--- src/rtl/controle_sequencial.sv ---
// Sequential control unit: decodes a 3-bit opcode, steers the datapath muxes and
// memory write strobe, handles ALU overflow, halts, and streams a memory dump.
module controle_sequencial #(
  parameter int OP_W   = 8,
  parameter int ADDR_W = 4,
  parameter int CNT_W  = 8
) (
  input  logic              clk,
  input  logic              rst,
  input  logic [OP_W-1:0]   op,
  input  logic              op_valid,
  output logic              op_ready,
  input  logic              ovf,
  output logic [1:0]        sel_mux1,
  output logic              sel_mux2,
  output logic              sel_mux3,
  output logic              mem_we,
  output logic [ADDR_W-1:0] dump_addr,
  output logic              dump_valid,
  input  logic              dump_ready,
  output logic              ended,
  output logic              DUMP,
  output logic              illegal,
  output logic [CNT_W-1:0]  instr_count
);

  typedef enum logic [2:0] {StIdle, StExec, StOvf, StHalt, StDmp} state_e;

  localparam logic [ADDR_W-1:0] LastAddr = '1;

  state_e              state_q, state_d;
  logic [2:0]          opr_q, opr_d;
  logic [ADDR_W-1:0]   addr_q, addr_d;
  logic [CNT_W-1:0]    cnt_q, cnt_d;
  logic                illegal_q, illegal_d;

  // Upper opcode bits carry no meaning for this block.
  if (OP_W > 3) begin : g_unused_op
    logic unused_op_hi;
    assign unused_op_hi = ^op[OP_W-1:3];
  end

  // State register with asynchronous abort to IDLE.
  always_ff @(posedge clk or posedge rst) begin
    if (rst) begin
      state_q   <= StIdle;
      opr_q     <= '0;
      addr_q    <= '0;
      cnt_q     <= '0;
      illegal_q <= 1'b0;
    end else begin
      state_q   <= state_d;
      opr_q     <= opr_d;
      addr_q    <= addr_d;
      cnt_q     <= cnt_d;
      illegal_q <= illegal_d;
    end
  end

  // Next-state decision; ovf only matters at the end of an EXEC cycle.
  always_comb begin
    state_d   = state_q;
    opr_d     = opr_q;
    addr_d    = addr_q;
    cnt_d     = cnt_q;
    illegal_d = 1'b0;
    unique case (state_q)
      StIdle: begin
        if (op_valid) begin
          opr_d = op[2:0];
          if (cnt_q != '1) cnt_d = cnt_q + CNT_W'(1);
          unique case (op[2:0])
            3'b100:         state_d = StHalt;
            3'b111: begin
              state_d = StDmp;
              addr_d  = '0;
            end
            3'b101, 3'b110: illegal_d = 1'b1;
            default:        state_d = StExec;
          endcase
        end
      end
      StExec: state_d = ovf ? StOvf : StIdle;
      StOvf:  state_d = StIdle;
      StHalt: state_d = StHalt;
      StDmp: begin
        if (dump_ready) begin
          if (addr_q == LastAddr) begin
            addr_d  = '0;
            state_d = StIdle;
          end else begin
            addr_d = addr_q + ADDR_W'(1);
          end
        end
      end
      default: state_d = StIdle;
    endcase
  end

  // Outputs decoded from registered state; handshakes are also masked by rst.
  always_comb begin
    sel_mux1    = 2'd0;
    sel_mux2    = 1'b0;
    sel_mux3    = 1'b0;
    mem_we      = 1'b0;
    op_ready    = (state_q == StIdle) && !rst;
    dump_valid  = (state_q == StDmp) && !rst;
    ended       = (state_q == StHalt);
    DUMP        = (state_q == StDmp);
    illegal     = illegal_q;
    dump_addr   = addr_q;
    instr_count = cnt_q;
    unique case (state_q)
      StExec: begin
        sel_mux1 = {1'b0, opr_q[1]};
        sel_mux2 = opr_q[0];
        mem_we   = 1'b1;
      end
      StOvf: begin
        // Increment the overflow slot: mem[DEPTH-1] + 1.
        sel_mux1 = 2'd2;
        sel_mux2 = 1'b1;
        sel_mux3 = 1'b1;
        mem_we   = 1'b1;
      end
      default: ;
    endcase
  end

endmodule

--- config.mk ---
export PLATFORM = sky130hd
export DESIGN_NAME = controle_sequencial
export DESIGN_NICKNAME = d
export VERILOG_FILES = /design/src/rtl/controle_sequencial.sv
export SDC_FILE = /design/constraint.sdc
export NUM_CORES = 1
export LEC_CHECK = 0
export BUFFER_PORTS_ARGS = -buffer_cell sky130_fd_sc_hd__buf_2
export CAP_MARGIN = 0
export CORE_ASPECT_RATIO = 0.7
export CORE_UTILIZATION = 44
export CTS_CLUSTER_SIZE = 8
export DETAILED_ROUTE_END_ITERATION = 8
export PLACE_DENSITY = 0.81
export REMOVE_ABC_BUFFERS = 1
export SETUP_SLACK_MARGIN = 0.4
export SLEW_MARGIN = 25
export SYNTH_ARGS = -nofsm -noshare
export SYNTH_HDL_FRONTEND = slang
export SYNTH_SLANG_ARGS = --single-unit
export TNS_END_PERCENT = 50
--- constraint.sdc ---
create_clock -name clk -period 1.5 [get_ports clk]
set_input_delay 0.3 -clock clk [delete_from_list [all_inputs] [get_ports clk]]
set_output_delay 0.3 -clock clk [all_outputs]
set_load 0.02 [all_outputs]
==> metrics.txt, run 1 <==
dpl ws=-0.0541 ns; share of the synthesized area in the top cell type=0.432; number of global-route vias before repair=about 1.1k; crit-path max FO=5; DRT iter0 DRCs=54; r2r setup slk=-0.20 ns; Core ar.=about 2200 um^2; largest net degree at the start of global routing=19; mean area per synthesized cell=~10 um^2; first-pass GRT wire length=approximately 4600 um; Die Height=42.7 um; max_slew headroom=0.807; Nets=about 180; CP max stage delay=about 0.48 ns; Final Setup Violations=25; # H-tree levels=1; clk_skew=~0.013 ns; clk sinks=18; # fillers=between 100 and 150; clock share of power=0.112; post-route cell area=between 1500 and 2000 um^2; Synth-to-Final Area Change=63.3%; critical path class=reg2out; final period utilization=1.16; R2R cell count=6; GR Overflow Total=0; switching pwr=roughly 1.1 mW; RSZ-0062 raised after global routing=true; CTS Buf Count=3; commonest non-fill, non-tap cells in the layout=buf_4 (31), buf_6 (20), dfrtp_1 (14), buf_2 (11), nand4_1 (7); initial antenna violation count=0; Crit-path slowest cell=dfrtp_2; Yosys top cell by area=dfrtp_1; dominant cells by area after synthesis=dfrtp_1 (43%), mux2_2 (7.6%), nand4_1 (4.2%); WHS=about 0.064 ns; Sequential Power Share=0.322; Cell Area, Placed=roughly 1300 um^2; critical path arrival=~1.4 ns; Post-Route WL=3320 um; Synth Cell Area=between 1000 and 1500 um^2; Period minus WS final=about 1.7 ns; failing checks=negative setup slack; Final Wtd Congestion=around 0.81; worst skew pair latency=about 0.30 ns; most used cell, CP=buf_6; FF+latch area=~460 um^2; Clock Pin Slew Worst Setup and Hold Paths=0.12 ns; DIE AREA=approximately 2600 um^2; max cap viols=0; ratio of cells with drive above 1 in the final layout=0.571; drt via density=~5.6; Int Pwr=between 1.5 and 2 mW; Critical Path End Type=primary output; PortBufs=29; Yosys warnings=0; routed vias=1,096; required time of the critical path=roughly 1.2 ns; PnR worst setup slack=-0.236 ns; Worst-Margin Slew=between 0.2 and 0.3 ns; CTS max path bufs=2; CP Cell Sequence=buf_6, nor3b_2, o21a_1, buf_6; sw frac=0.411; Logic pwr share=0.566; starting density of the core=0.477; GRT Total Usage=0.246; Post-DP HPWL=roughly 1800 um; Worst R2R Start=state_q[2]; worst vdd ir=around 0.0011 V; die width=60.2 um; drt pass-1 iters=4; Reg2Reg Capture Point=state_q[2]; Residual DRC=0; Fin Setup TNS=-3.54 ns; CP Launch Type=flop; Hold Vio Cnt, Final=0; run status=finished with violations; Power Dens Cells=~1600 nW/um^2; area of the multi-input gates=roughly 640 um^2; FMAX=576 MHz; row count=14; clk root buf=clkbuf_4; Synth cell types=36; Synth Instances=about 100; CTS tree=yes; final count of pins violating max slew=0; Pleak=between 0.8 and 0.9 nW; flops & latches, synth=18; commonest non-fill, non-tap cell in the layout=buf_4; Antenna Violating Nets Remaining=0; Seq/Total Area, Yosys=0.432; Hold Path Class=in2async; DR WL/cell=roughly 17 um; # diodes=0; Ports=35
-- what timing repair did --
item / in CTS / in global routing
pin swaps: 13 / 6
gates resized for setup: 41 / 19
buffers inserted: 14 / 2
endpoints found under the setup margin: 40 / 40
hold buffers: 0 / 0
hold endpoints to repair: 0 / 0
-- cells in the mapped netlist (all sizes together) --
| library cell | count |
|---|---|
| o21a | 2 |
| a21oi | 3 |
| nor3 | 1 |
| nand2 | 5 |
| mux2 | 9 |
| nor2 | 5 |
| buf | 3 |
| nand4 | 7 |
| inv | 4 |
| nand4b | 1 |
| nand3 | 6 |
| o21ai | 5 |
| a31oi | 3 |
| mux2i | 2 |
| dfrtp | 18 |
| and4b | 1 |
| and3b | 1 |
| nor4b | 1 |
| xor2 | 1 |
| nand2b | 2 |
| nor4bb | 1 |
| xnor2 | 2 |
| ha | 2 |
| and2 | 3 |
| nor4 | 2 |
| a22oi | 1 |
| clkbuf | 1 |
| or4b | 1 |
| and3 | 3 |
| nor3b | 4 |
| o211ai | 1 |
-- per-stage QoR --
stage | util | power [mW] | std cells
after floorplan | - | 1.50 | 97
after CTS | 0.737 | 2.57 | 193
final | 0.778 | 2.76 | 195
after global placement | 0.608 | 1.89 | 175
after detailed placement | 0.608 | 1.93 | 175
after global routing | 0.778 | 2.90 | 195
-- cell families after synthesis --
logic type	count (synthesis)	share of synthesized area
mux	11	0.116
compound gates	15	0.0887
xor+xnor	3	0.0252
flops	18	0.432
fa+ha+maj	2	0.0240
buf+inv	8	0.0384
simple gates	44	0.276
-- power groups by stage --
stage                     clock, mW  sequential, mW  combinational, mW
final                         0.308           0.889               1.56
after global routing          0.332           0.914               1.66
after CTS                     0.312           0.853               1.40
after detailed placement          0           0.856               1.08
after global placement            0           0.844               1.05
after floorplan                   0            1.01              0.495
-- final cells by class --
type	instances	share of cell area
timing repair buffer	62	0.301
sequential	18	0.267
inverter	4	0.00881
clock buffer	4	0.0213
multi-input combinational	75	0.378
tap	32	0.0235
-- worst max-delay path by stage --
stage          cells past startpoint        from          to
6_report                           4  state_q[2]    sel_mux2
5_1_grt                            4  state_q[1]  dump_valid
4_1_cts                            4  state_q[0]  dump_valid
3_5_place_dp                       4  state_q[2]  state_q[2]
3_3_place_gp                       4  state_q[2]  state_q[2]
2_1_floorplan                      2  state_q[1]    sel_mux2
-- worst max-delay path, delay by kind of cell, from the launching register on --
| kind | cells | cell delay [ns] |
|---|---|---|
| flops | 1 | 0.48 |
| buf+inv | 2 | 0.26 |
| simple gates | 1 | 0.23 |
| compound gates | 1 | 0.16 |
-- state kept, by name, summed over array words and instances, names as in the netlist --
name / count
dump_addr: 4
opr_q: 2
state_q: 3
instr_count: 8
illegal: 1
-- metal layers --
metal / GRT usage / vias up / routed length, um / part of all wire
met5: 0 / - / 0 / 0
met4: 0.0605 / 0 / 74 / 0.022
met3: 0.0793 / 10 / 163 / 0.049
met2: 0.424 / 49 / 1650 / 0.50
met1: 0.294 / 535 / 1430 / 0.43
li1: - / 502 / - / -
No activity file was read; power rests on OpenSTA's default activity.
==> run 2, diff against run 1 <==
--- a/config.mk
+++ b/config.mk
@@ -11,7 +11,7 @@
 export CORE_UTILIZATION = 44
 export CTS_CLUSTER_SIZE = 8
 export DETAILED_ROUTE_END_ITERATION = 8
-export PLACE_DENSITY = 0.81
+export PLACE_DENSITY_LB_ADDON = 0.25
 export REMOVE_ABC_BUFFERS = 1
 export SETUP_SLACK_MARGIN = 0.4
 export SLEW_MARGIN = 25
==> run 2 against run 1 <==
The run still ends with negative setup slack left. Critical path depth did not move. Die area did not move. Utilization fell by 0.29 points. Critical endpoint is now dump_valid. Largest cell class unchanged. Largest power group unchanged.
==> metrics.txt, run 2 (same netlist as run 1, synthesis figures left out) <==
routed vias=994 (-9.3%); die width=60.2 um (unchanged); Critical Path End Type=primary output; commonest non-fill, non-tap cells in the layout=buf_6 (24), buf_4 (19), dfrtp_1 (13), buf_2 (10), nand4_1 (7); worst vdd ir=0.00112 V (+2.6%); CTS max path bufs=2 (unchanged); number of global-route vias before repair=862 (-19%); Fin Setup TNS=-2.47 ns (+1.06 ns); DR WL/cell=14.5 um (-15%); first-pass GRT wire length=4180 um (-9.8%); CTS Buf Count=3 (unchanged); placed insts=175 (unchanged); Nets=171 (-4.5%); CP Launch Point=state_q[0]; FMAX=569 MHz (-1.2%); number of flip-flops in the largest register=8 (unchanged); # fillers=145 (+15%); Hold Path Class=in2async; final total power=2.70 mW (-2.1%); # diodes=0 (unchanged); clk root buf=clkbuf_4; Residual DRC=0 (unchanged); clk sinks=18 (unchanged); Core Util, Final=0.775 (-0.00286); worst skew pair latency=0.30 ns (about the same); Core ar.=2190 um^2 (unchanged); Final Setup Violations=24 (-4.0%); starting density of the core=0.477 (unchanged); failing checks=negative setup slack; R2R cell count=6 (unchanged); drt via density=5.32 (-5.4%); gr busiest metal=met2; RSZ-0062 raised after global routing=true; crit-path max FO=4 (-1); Reg2Reg Capture Point=instr_count[1]; max cap viols=0 (unchanged); Pleak=0.779 nW (-3.9%); Final Wtd Congestion=0.814 (+0.48%); Post-Route WL=2720 um (-18%); Post-DP HPWL=1790 um (+0.62%); initial antenna violation count=0 (unchanged); final count of pins violating max slew=0 (unchanged); DIE AREA=2570 um^2 (unchanged); required time of the critical path=1.20 ns (about the same); Period minus WS final=1.76 ns (+0.0218 ns); Clock Pin Slew Worst Setup and Hold Paths=0.11 ns (about the same); met2 global-route usage=0.341 (-0.0835); Synth-to-Final Area Change=62.7%; drt pass-1 iters=4 (unchanged); row count=14 (unchanged); GR Overflow Total=0 (unchanged); Hold Vio Cnt, Final=0 (unchanged); critical path class=reg2out; max_slew headroom=0.791 (-0.0163); final period utilization=1.17 (+0.0145); GR Layer Usage met3=0.0579 (-0.0213); r2r setup slk=-0.16 ns (+0.04 ns); Power Dens Cells=1590 nW/um^2 (-1.7%); critical path arrival=1.46 ns (+0.02 ns); Ports=35 (unchanged); quantity of hold-fixing buffers added after cts=0 (unchanged); Worst-Margin Slew=0.312 ns (+0.0312 ns); Die Height=42.7 um (unchanged); PnR worst setup slack=-0.258 ns (-0.0218 ns); GRT Total Usage=0.222 (-0.0247); Worst R2R Start=state_q[2]; commonest non-fill, non-tap cell in the layout=buf_6; Antenna Violating Nets Remaining=0 (unchanged); CP Launch Type=flop; GR Layer Usage met1=0.321 (+0.0272); ratio of cells with drive above 1 in the final layout=0.555 (-0.0157); DRT iter0 DRCs=41 (-24%); CTS tree=yes; largest net degree at the start of global routing=19 (unchanged); run status=finished with violations; # H-tree levels=1 (unchanged); post-route insts no fill=187 (-4.1%); PortBufs=29 (unchanged); clk_skew=0.0107 ns (-0.00231 ns)
-- run 2: changes by cell type in the layout (fill, tap and decap cells not counted), moves of 2 or more --
cell	change
buf_4	-12
a21oi_1	-2
mux2_4	+2
a21oi_2	+2
buf_6	+4
mux2_2	-2
-- run 2: what timing repair did --
action / in CTS / in global routing
setup buffers: 7 / 1
endpoints found under the hold margin: 0 / 0
gates resized for setup: 50 / 20
endpoints found under the setup margin: 40 / 40
pin swaps: 12 / 11
-- run 2: layout make-up --
type / count / area [um^2] / area share
clock buffers: 4 / 36.3 / 0.0214
inverters: 4 / 15.0 / 0.00884
multi-input cells: 75 / 667 / 0.393
flip-flops and latches: 18 / 457 / 0.269
well taps: 32 / 40.0 / 0.0236
repair buffers: 54 / 483 / 0.284
-- run 2: through the flow --
stage	hold slack, ns	setup slack, ns	cell area (um^2)
2_1_floorplan	0.244	-0.280	1020
3_3_place_gp	0.368	0.00969	1340
3_5_place_dp	0.371	-0.0989	1340
4_1_cts	0.0447	-0.250	1610
5_1_grt	0.0866	-0.292	1700
6_report	0.0515	-0.258	1700
-- run 2: worst max-delay path, stage by stage, from the launching register on --
cell,delay (ns)
dfrtp_2,0.46
buf_4,0.17
nor3b_4,0.24
and2_1,0.16
buf_4,0.13
-- run 2: worst max path at each step --
stage | end | depth (start not counted)
after global placement | instr_count[1] | 4
after detailed placement | sel_mux2 | 4
after global routing | dump_valid | 4
final | dump_valid | 4
after floorplan | sel_mux2 | 2
after CTS | sel_mux2 | 5
-- run 2: routing by layer --
metal / vias up / share of wire
li1: 485 / -
met1: 478 / 0.47
met2: 29 / 0.48
met3: 2 / 0.041
met4: 0 / 0.0041
met5: - / 0
-- run 2: where the power goes --
part	internal, mW	switching, mW
clock network	0.148	0.152
registers	0.661	0.198
logic	0.803	0.736
total	1.61	1.09
